==> config.mk <==
export PLATFORM = sky130hd
export DESIGN_NAME = instr_fetch_unit
export DESIGN_NICKNAME = d
export VERILOG_FILES = /design/src/rtl/mips_pkg.sv /design/src/rtl/fetch_fifo.sv /design/src/rtl/instr_fetch_unit.sv
export SDC_FILE = /design/constraint.sdc
export NUM_CORES = 1
export LEC_CHECK = 0
export CAP_MARGIN = 25
export CORE_MARGIN = 5
export CORE_UTILIZATION = 50
export DETAILED_ROUTE_END_ITERATION = 8
export PLACE_DENSITY_LB_ADDON = 0.25
export SETUP_SLACK_MARGIN = 0.15
export SYNTH_ARGS = -nofsm -noshare
export SYNTH_HDL_FRONTEND = slang
export SYNTH_HIERARCHICAL = 1
export SYNTH_SLANG_ARGS = --single-unit
==> constraint.sdc <==
create_clock -name clk -period 4.15 [get_ports clk]
set_clock_uncertainty 0.15 [all_clocks]
set_input_delay 0.6225 -clock clk [delete_from_list [all_inputs] [get_ports clk]]
set_output_delay 0.6225 -clock clk [all_outputs]
set_load 0.01 [all_outputs]
==> src/rtl/mips_pkg.sv <==
// Shared definitions for the MIPS front end: word width, PC step, default reset
// PC, the fetch FSM state encoding and a saturating counter helper.
package mips_pkg;

   localparam int                WORD_W       = 32;
   localparam logic [WORD_W-1:0] PC_STEP      = 32'd4;
   localparam logic [WORD_W-1:0] RESET_PC_DEF = 32'h0000_0000;

   typedef enum logic {
      FS_IDLE,
      FS_RUN
   } fetch_state_t;

   // Add without wrapping; sticks at all-ones once the counter tops out.
   function automatic logic [31:0] sat_add32(input logic [31:0] a, input logic [31:0] b);
      logic [32:0] sum;
      sum = {1'b0, a} + {1'b0, b};
      return sum[32] ? 32'hFFFF_FFFF : sum[31:0];
   endfunction

endpackage

==> src/rtl/fetch_fifo.sv <==
// Small synchronous FIFO used twice by the fetch stage: once for {pc, instr}
// pairs waiting for decode and once as the in-order tag queue of issued
// addresses. DEPTH must be a power of two so the pointers wrap for free.
// Flush empties the FIFO and wins over a same-cycle push or pop; a push and a
// pop together on a full FIFO are accepted and leave the count unchanged.
module fetch_fifo
   import mips_pkg::*;
#(
   parameter int W     = 2 * WORD_W,
   parameter int DEPTH = 4
) (
   input  logic                   clk,
   input  logic                   rst,
   input  logic                   push,
   input  logic                   pop,
   input  logic                   flush,
   input  logic [W-1:0]           wdata,
   output logic [W-1:0]           rdata,
   output logic [$clog2(DEPTH):0] count,
   output logic                   full,
   output logic                   empty
);

   localparam int AW = $clog2(DEPTH);

   logic [W-1:0]  mem [DEPTH];
   logic [AW-1:0] wr_ptr;
   logic [AW-1:0] rd_ptr;
   logic          do_push;
   logic          do_pop;

   assign full    = (count == (AW+1)'(DEPTH));
   assign empty   = (count == '0);
   assign do_pop  = pop && !empty;
   assign do_push = push && (!full || do_pop);
   assign rdata   = mem[rd_ptr];

   // Pointer and occupancy bookkeeping; flush drops every entry at once.
   always_ff @(posedge clk or negedge rst) begin
      if (!rst) begin
         wr_ptr <= '0;
         rd_ptr <= '0;
         count  <= '0;
      end else if (flush) begin
         wr_ptr <= '0;
         rd_ptr <= '0;
         count  <= '0;
      end else begin
         if (do_push) wr_ptr <= wr_ptr + 1'b1;
         if (do_pop)  rd_ptr <= rd_ptr + 1'b1;
         count <= count + (AW+1)'(do_push) - (AW+1)'(do_pop);
      end
   end

   // Storage needs no reset: an entry is only read after it has been written.
   always_ff @(posedge clk) begin
      if (do_push) mem[wr_ptr] <= wdata;
   end

endmodule

==> src/rtl/instr_fetch_unit.sv <==
// Fetch stage of the 5-stage MIPS pipeline. Owns the PC, issues word reads to
// instruction memory under a credit scheme (in-flight requests plus buffered
// words never exceed DEPTH), buffers returned words and hands {pc, pc+4,
// instr} to decode with valid/ready. A redirect flushes the buffer, repoints
// the PC and marks every still-in-flight response for discard.
// Optional build macro IFETCH_PERF_EN adds saturating performance counters.
module instr_fetch_unit
   import mips_pkg::*;
#(
   parameter int               WIDTH    = WORD_W,
   parameter int               DEPTH    = 4,
   parameter int               MAX_OUT  = 2,
   parameter logic [WIDTH-1:0] RESET_PC = WIDTH'(RESET_PC_DEF)
) (
   input  logic             clk,
   input  logic             rst,
   input  logic             start,
   input  logic             redirect_i,
   input  logic [WIDTH-1:0] target_i,
   output logic             imem_req_o,
   output logic [WIDTH-1:0] imem_addr_o,
   input  logic             imem_gnt_i,
   input  logic             imem_rvalid_i,
   input  logic [WIDTH-1:0] imem_rdata_i,
   output logic             valid_o,
   input  logic             ready_i,
   output logic [WIDTH-1:0] instr_o,
   output logic [WIDTH-1:0] pc_o,
   output logic [WIDTH-1:0] pc_inc_o
`ifdef IFETCH_PERF_EN
   ,output logic [31:0]     perf_fetched_o,
   output logic [31:0]      perf_stall_o,
   output logic [31:0]      perf_squash_o
`endif
);

   localparam int               CW   = $clog2(DEPTH) + 1;
   localparam logic [WIDTH-1:0] STEP = WIDTH'(PC_STEP);

   fetch_state_t     state;
   fetch_state_t     state_next;
   logic [WIDTH-1:0] fetch_pc;
   logic [CW-1:0]    discard;

   logic [2*WIDTH-1:0] d_head;
   logic [CW-1:0]      d_count;
   logic               d_full;
   logic               d_empty;
   logic [WIDTH-1:0]   t_head;
   logic [CW-1:0]      t_count;
   logic               t_full;
   logic               t_empty;

   logic             grant;
   logic             resp_push;
   logic             pop;
   logic             credit_ok;
   logic [CW:0]      reserved;
   logic [WIDTH-1:0] head_pc;

   // The tag queue holds one entry per in-flight request, so its count is
   // the outstanding count, stale requests included.
   assign grant     = imem_req_o && imem_gnt_i;
   assign resp_push = imem_rvalid_i && !redirect_i && (discard == '0);
   assign pop       = valid_o && ready_i && !redirect_i;
   assign reserved  = {1'b0, t_count} + {1'b0, d_count};
   assign credit_ok = !t_full && !d_full && (reserved < (CW+1)'(DEPTH))
                      && (t_count < CW'(MAX_OUT));

   fetch_fifo #(.W(WIDTH), .DEPTH(DEPTH)) u_tag_q (
      .clk   (clk),
      .rst   (rst),
      .push  (grant),
      .pop   (imem_rvalid_i && !t_empty),
      .flush (1'b0),
      .wdata (fetch_pc),
      .rdata (t_head),
      .count (t_count),
      .full  (t_full),
      .empty (t_empty)
   );

   fetch_fifo #(.W(2*WIDTH), .DEPTH(DEPTH)) u_data_q (
      .clk   (clk),
      .rst   (rst),
      .push  (resp_push),
      .pop   (pop),
      .flush (redirect_i),
      .wdata ({t_head, imem_rdata_i}),
      .rdata (d_head),
      .count (d_count),
      .full  (d_full),
      .empty (d_empty)
   );

   // Fetch FSM state register.
   always_ff @(posedge clk or negedge rst) begin
      if (!rst) state <= FS_IDLE;
      else      state <= state_next;
   end

   // Next state follows start; requests only go out while running with credit.
   always_comb begin
      state_next = state;
      imem_req_o = 1'b0;
      case (state)
         FS_IDLE: begin
            if (start) state_next = FS_RUN;
         end
         FS_RUN: begin
            imem_req_o = credit_ok;
            if (!start) state_next = FS_IDLE;
         end
         default: state_next = FS_IDLE;
      endcase
   end

   // PC advances on each accepted request; a redirect overrides it.
   always_ff @(posedge clk or negedge rst) begin
      if (!rst)            fetch_pc <= RESET_PC;
      else if (redirect_i) fetch_pc <= target_i;
      else if (grant)      fetch_pc <= fetch_pc + STEP;
   end

   // On redirect every response still in flight after this cycle is stale.
   always_ff @(posedge clk or negedge rst) begin
      if (!rst)
         discard <= '0;
      else if (redirect_i)
         discard <= t_count + CW'(grant) - CW'(imem_rvalid_i);
      else if (imem_rvalid_i && (discard != '0))
         discard <= discard - 1'b1;
   end

   assign head_pc     = d_head[2*WIDTH-1:WIDTH];
   assign valid_o     = !d_empty;
   assign imem_addr_o = imem_req_o ? fetch_pc : '0;
   assign pc_o        = valid_o ? head_pc : '0;
   assign instr_o     = valid_o ? d_head[WIDTH-1:0] : '0;
   assign pc_inc_o    = valid_o ? head_pc + STEP : '0;

`ifdef IFETCH_PERF_EN
   logic [31:0] squash_inc;

   // Squashed words this cycle: flushed entries plus any dropped response.
   always_comb begin
      squash_inc = 32'd0;
      if (redirect_i)
         squash_inc = 32'(d_count) + 32'(imem_rvalid_i);
      else if (imem_rvalid_i && (discard != '0))
         squash_inc = 32'd1;
   end

   // Saturating event counters for pops, decode stalls and squashed words.
   always_ff @(posedge clk or negedge rst) begin
      if (!rst) begin
         perf_fetched_o <= 32'd0;
         perf_stall_o   <= 32'd0;
         perf_squash_o  <= 32'd0;
      end else begin
         perf_fetched_o <= sat_add32(perf_fetched_o, 32'(pop));
         perf_stall_o   <= sat_add32(perf_stall_o, 32'(valid_o && !ready_i));
         perf_squash_o  <= sat_add32(perf_squash_o, squash_inc);
      end
   end
`endif

endmodule

Yosys cells after proc, flatten, opt, wreduce, memory -nomap -nowiden:

Memory sizes are Yosys's and may differ from the RTL's.
Index checks and enable logic that the tools add are counted.

* register bits after elaboration: 50
* RAM bits: 384
* input bits: 71
* output and inout port bits: 130
* logic and storage cells: 77
* memories kept: 2

* $add $sub $neg: 14
* magnitude comparators: 2
* equality and inequality tests: 2
* multiplexer cells: 19
* reduce and logical (&&, ||, !) cells: 29

Memories
* u_data_q.mem: words 4, bits a word 64, read ports 1, clocked after Yosys merged registers in 0, write ports 1, RTL line fetch_fifo.sv:26 `logic [W-1:0] mem [DEPTH];`
* u_tag_q.mem: words 4, bits a word 32, read ports 1, clocked after Yosys merged registers in 0, write ports 1, RTL line fetch_fifo.sv:26

Operator list (count)
* $mux W32: 6
* $add A32 B3 Y32 const B: 2
* $logic_and A1 B1 Y1: 14
* $add A3 B1 Y3: 3
* $logic_not A3 Y1: 3
* $mux W3: 3
* $sub A3 B1 Y3: 3
* $add A2 B1 Y2 const B: 4
* $mux W2: 4
* $reduce_bool A2 Y1: 4
* $eq A3 B3 Y1 const B: 2
* $mux W1: 6
* $logic_not A1 Y1: 5
* $add A3 B3 Y4: 1
* $lt A4 B3 Y1 const B: 1
* $lt A3 B2 Y1 const B: 1
* $reduce_bool A3 Y1: 1
* $sub A3 B1 Y3 const B: 1
* $logic_or A1 B1 Y1: 2

Depth between registers and ports, before layout:

* word-level depth: 10
* gate-level depth with buffers: 14
* gate-level depth less buffers: 14

By module:

The synthesis kept the hierarchy.

By module, submodules not included
* fetch_fifo (u_data_q): instances 1, cells each 378, area each 9711.8 um^2, sequential area each 7862.5 um^2
* fetch_fifo (u_tag_q): instances 1, cells each 215, area each 5201.2 um^2, sequential area each 4018.9 um^2
* instr_fetch_unit: instances 1, cells each 489, area each 3628.5 um^2, sequential area each 900.9 um^2

Worst setup path after synthesis:

OpenSTA, ideal clock, no wires.

* path type: reg2reg
* from: reg u_data_q.count[1]
* to: mem u_data_q/mem[0][0] (netlist name), enable pin
* library setup time: 0.429 ns
* data arrival time: 3.230 ns
* required time: 3.571 ns
* path slack: 0.341 ns
* stages on the path, launching flop included: 9
* buffers on the path: 2
* clock period less this slack: 3.809 ns
* path through: dfrtp_1 > nor3_1 > clkbuf_1 > clkbuf_1 > inv_1 > and3_1 > inv_1 > a21boi_4 > and2_1

* longest elaborated chain between the ends: 9
* elaborated cells between the ends (all ways): 11
* classes of those cells: eq/ne (1); mux (2); reduce/logical (8)

RTL lines
* from (decl): RTL line fetch_fifo.sv:19 `output logic [$clog2(DEPTH):0] count,`
* from (signal assigned): RTL line fetch_fifo.sv:51 `count <= count + (AW+1)'(do_push) - (AW+1)'(do_pop);`
* $logic_not A3 Y1: RTL line fetch_fifo.sv:33 `assign empty = (count == '0);`
* via d_empty: RTL line instr_fetch_unit.sv:48 `logic d_empty;`
* $logic_not A1 Y1: RTL line instr_fetch_unit.sv:136 `assign valid_o = !d_empty;`
* via valid_o: RTL line instr_fetch_unit.sv:25 `output logic valid_o,`
* $logic_and A1 B1 Y1 (2 in a row): RTL line instr_fetch_unit.sv:65 `assign pop = valid_o && ready_i && !redirect_i;`
* via pop: RTL line instr_fetch_unit.sv:56 `logic pop;`
* $logic_and A1 B1 Y1: RTL line fetch_fifo.sv:34 `assign do_pop = pop && !empty;`
* $logic_or A1 B1 Y1: RTL line fetch_fifo.sv:35 `assign do_push = push && (!full || do_pop);`
* $logic_and A1 B1 Y1: RTL line fetch_fifo.sv:35
* $mux W1: RTL line fetch_fifo.sv:57 `if (do_push) mem[wr_ptr] <= wdata;`
* $mux W1 (implied by the code): RTL line fetch_fifo.sv:57
* to (decl): RTL line fetch_fifo.sv:26

The timed path passes the listed nets, and every way through them passes these cells.

Worst setup path after layout:

* from: reg u_data_q.rd_ptr[0]
* to: out pc_inc_o[21]

* longest elaborated chain between the ends: 3

RTL lines
* from (decl): RTL line fetch_fifo.sv:28 `logic [AW-1:0] rd_ptr;`
* from (signal assigned): RTL line fetch_fifo.sv:50 `if (do_pop) rd_ptr <= rd_ptr + 1'b1;`
* $mem_v2 Z4 W64
* via d_head[40]: RTL line instr_fetch_unit.sv:45 `logic [2*WIDTH-1:0] d_head;`
* $add A32 B3 Y32: RTL line instr_fetch_unit.sv:140 `assign pc_inc_o = valid_o ? head_pc + STEP : '0;`
* $mux W32: RTL line instr_fetch_unit.sv:140
* to (decl): RTL line instr_fetch_unit.sv:29 `output logic [WIDTH-1:0] pc_inc_o`

The timed path passes the listed nets, and every way through them passes these cells.

==> impl_metrics.py <==
metrics = {
    "routing": {
        "remaining_drc_errors": 0,
        "drt-total-wl_mm": 39.83,
        "postRouteAntennaNets": 0,
        "avgViaCountPerCell": 5.699,
        "vias": 10510,
        "firstDrtPassIters": 5,
        "wl_per_cell_microns": 21.60,
        "drt_iter0_drc": 561,
    },
    "global_routing": {
        "grt.overflow.total": 0,
        "grt_max_degree": 94,
        "antenna_found_initial": 0,
        "grt_pass1_vias": 10640,
        "grt_pass1_wl_mm": 61.73,
        "grt.total_usage_pct": 19.05,
    },
    "flow_run": {
        "cap_violations": 0,
    },
    "worst_setup_path": {
        "r2r_end": "u_tag_q/count[2]",
        "cp_num_buf_inv": 4,
        "slowest_delay_ps": 590,
        "worstSetupEndpointType": "output pin",
        "worst-endpoint-required_ps": 3380,
        "worstPathCellList": "buf_12, mux4_2, nand4_1, buf_6, or4_4, buf_6, or4_4, a21oi_4, buf_6",
        "r2r_slack_ps": 720,
        "cp-start-kind": "register",
        "crit_type": "reg -> out",
        "crit_arrival_ps": 3300,
        "worstPathMaxFanout": 6,
        "crit_family": "simple AND/OR/NAND/NOR gates",
        "r2r_cells": 15,
        "r2r_start": "u_data_q/count[2]",
        "cp_slowest_cell": "or4_4",
        "cpMostUsedCell": "buf_6",
    },
    "power_and_ir_drop": {
        "p_seq_share_pct": 48.4,
        "switching_share_pct": 24.60,
        "ir_drop_mv": 0.2934,
        "clkPwrFrac_pct": 34.4,
        "power_density_nw_per_um2": 478.1,
        "p_sw_mw": 2.715,
        "power_mw": 11.04,
        "power.internal_mw": 8.324,
        "total_leakage_power_nw": 7.776,
        "pwr-share-comb_pct": 17.2,
    },
    "timing": {
        "worst-slew-pin-transition_ps": 720.2,
        "finalHoldViolCount": 13,
        "layout_setup_ws_ps": 81.87,
        "rsz0062_at_grt": "true",
        "tns_ps": 0,
        "setup_violations": 0,
        "min_period_ps": 4068,
        "whs_ps": -14.99,
        "drv_slew": 0,
        "relSlewSlack_pct": 51.98,
        "fin_crit_sh_pct": 98.03,
        "max_freq_mhz": 245.8,
    },
    "yosys": {
        "synthesis.instances": 1082,
        "synthTopCellsByCount": "edfxtp_1 (384), mux4_2 (70), nor2b_1 (65)",
        "synthArstFlopShare_pct": 11.52,
        "synth.most_common_cell": "edfxtp_1",
        "ys.flop_type": "edfxtp_1",
        "synth_cell_types": 53,
        "syn_avg_cell_area_sq_um": 17.14,
        "yosysSeqAreaShare_pct": 68.94,
        "yosysWarnings": 6,
        "synth_edf_count": 384,
        "synth_area_leader_cell": "edfxtp_1",
        "synth_top_area_share_pct": 62.19,
        "syn-cell-area_sq_um": 18540,
        "ys_ff_latch": 434,
        "synth_nets": 1176,
        "synth_area_leaders": "edfxtp_1 (62%), mux4_2 (8.5%), dfrtp_1 (6.7%)",
    },
    "floorplan": {
        "initial_core_util_pct": 50.65,
        "die_area_sq_um": 41030,
        "core_region_area_sq_um": 36610,
        "die_w_microns": 202.6,
        "rows": 70,
        "die_y_microns": 202.6,
        "ioPinCount": 201,
    },
    "outcome": {
        "violations": "negative hold slack",
        "status": "finished with violations",
    },
    "cts": {
        "clk_pin_slew_ps": 60,
        "clk_path_buf_depth": 3,
        "root_buffer": "clkbuf_16",
        "cts_tree": "yes",
        "cts_buffers": 43,
        "clk_latency_ps": 540,
        "cts.hold.buffers_added": 0,
        "htree_levels": 2,
        "clock_sinks": 434,
    },
    "layout": {
        "drive_gt1_share_pct": 19.77,
        "fillCellCount": 2606,
        "diodes": 0,
        "fin_cells": 1844,
        "syn_to_final_growth_pct": 24.54,
        "fin_util_pct": 63.07,
        "final_net_count": 1438,
    },
    "placed_design": {
        "io_buffers": 200,
        "gp_congestion": 0.8398,
        "dp.cells": 1735,
        "pre_cts_slack_ps": 188.0,
        "dp_hpwl_mm": 25.69,
    },
    "hold_path": {
        "min_path_type": "in -> async",
    },
}
==> per-stage QoR <==
| step | hold slack [ps] | instance area, sq um |
|---|---|---|
| after global routing | 22.14 | 23090 |
| after detailed placement | 395.8 | 21230 |
| after CTS | 0.7296 | 22940 |
| final | -14.99 | 23090 |
| after floorplan | 176.9 | 18540 |
| after global placement | 374.6 | 21230 |
==> registers in the layout, indices dropped and copies added (netlist names) <==
register,flops
discard,3
u_tag_q/mem,128
u_data_q/rd_ptr,2
u_tag_q/wr_ptr,2
u_data_q/count,3
state,1
fetch_pc,32
u_tag_q/count,3
u_data_q/mem,256
u_tag_q/rd_ptr,2
u_data_q/wr_ptr,2
==> power groups by stage <==
stage / Sequential, mW / Clock (mW) / Combinational [mW]
2_1_floorplan: 5.37 / 0 / 1.04
3_3_place_gp: 5.41 / 0 / 1.84
3_5_place_dp: 5.43 / 0 / 1.86
4_1_cts: 5.34 / 3.86 / 1.90
5_1_grt: 5.37 / 4.05 / 2.07
6_report: 5.34 / 3.80 / 1.90
==> kinds of logic after synthesis <==
family,Yosys count,share of synthesized area (%)
AOI/OAI and AO/OA,94,3.300
xor gates and xnor gates,22,1.039
adders and majority gates,23,1.674
buffers and inverters,89,2.369
DFF,434,68.94
muxes,110,13.04
other,1,0.02022
and+or+nand+nor,309,9.623
==> cells in the final DEF, fill, tap and decap left out, types with 8 or more instances in the layout <==
master,instances
edfxtp_1,384
clkdlybuf4s50_1,177
mux4_2,70
nor2b_1,65
nor2_1,62
buf_4,59
dfrtp_1,48
clkbuf_16,44
and2_1,33
inv_1,31
mux4_1,26
nand2_1,24
o21ai_0,24
a31oi_1,23
or4_1,19
o31ai_1,19
ha_1,19
nand3_1,18
or3_1,18
nand4_1,17
xor2_1,13
a21oi_1,9
and4_1,8
xnor2_1,8
==> layout make-up <==
cell class,count,area [sq um],area share [%]
clock buffer,57,1210,5.240
clock inverter,20,193.9,0.8399
inverter,32,120.1,0.5202
multi-input combinational,560,5502,23.83
sequential,434,12790,55.38
tap,468,585.6,2.536
timing repair buffer,273,2693,11.66
==> routing by layer <==
| layer | global-route usage [%] | vias to the layer above | share of wire [%] |
|---|---|---|---|
| li1 | - | 4792 | - |
| met1 | 27.98 | 5295 | 46 |
| met2 | 29.89 | 365 | 46 |
| met3 | 3.881 | 57 | 6.2 |
| met4 | 4.559 | 0 | 1.8 |
| met5 | 0 | - | 0 |
==> worst max-delay path by stage <==
| stage | startpoint | endpoint | cells past startpoint |
|---|---|---|---|
| floorplan | u_data_q/count[1] | u_data_q/mem[0][0] | 8 |
| global placement | u_data_q/rd_ptr[0] | pc_inc_o[13] | 7 |
| detailed placement | u_data_q/rd_ptr[0] | pc_inc_o[26] | 7 |
| CTS | u_data_q/rd_ptr[0] | pc_inc_o[31] | 9 |
| global route | u_data_q/rd_ptr[0] | pc_inc_o[21] | 9 |
| finish | u_data_q/rd_ptr[0] | pc_inc_o[21] | 9 |
==> timing repair <==
item / in CTS / in global routing
endpoints found under the setup margin: 29 / 44
setup buffers: 23 / 6
pin swaps: 7 / 13
endpoints found under the hold margin: 0 / 0
resized for setup: 58 / 41
gates cloned: 3 / 0
(Power assumes the default switching activity.)
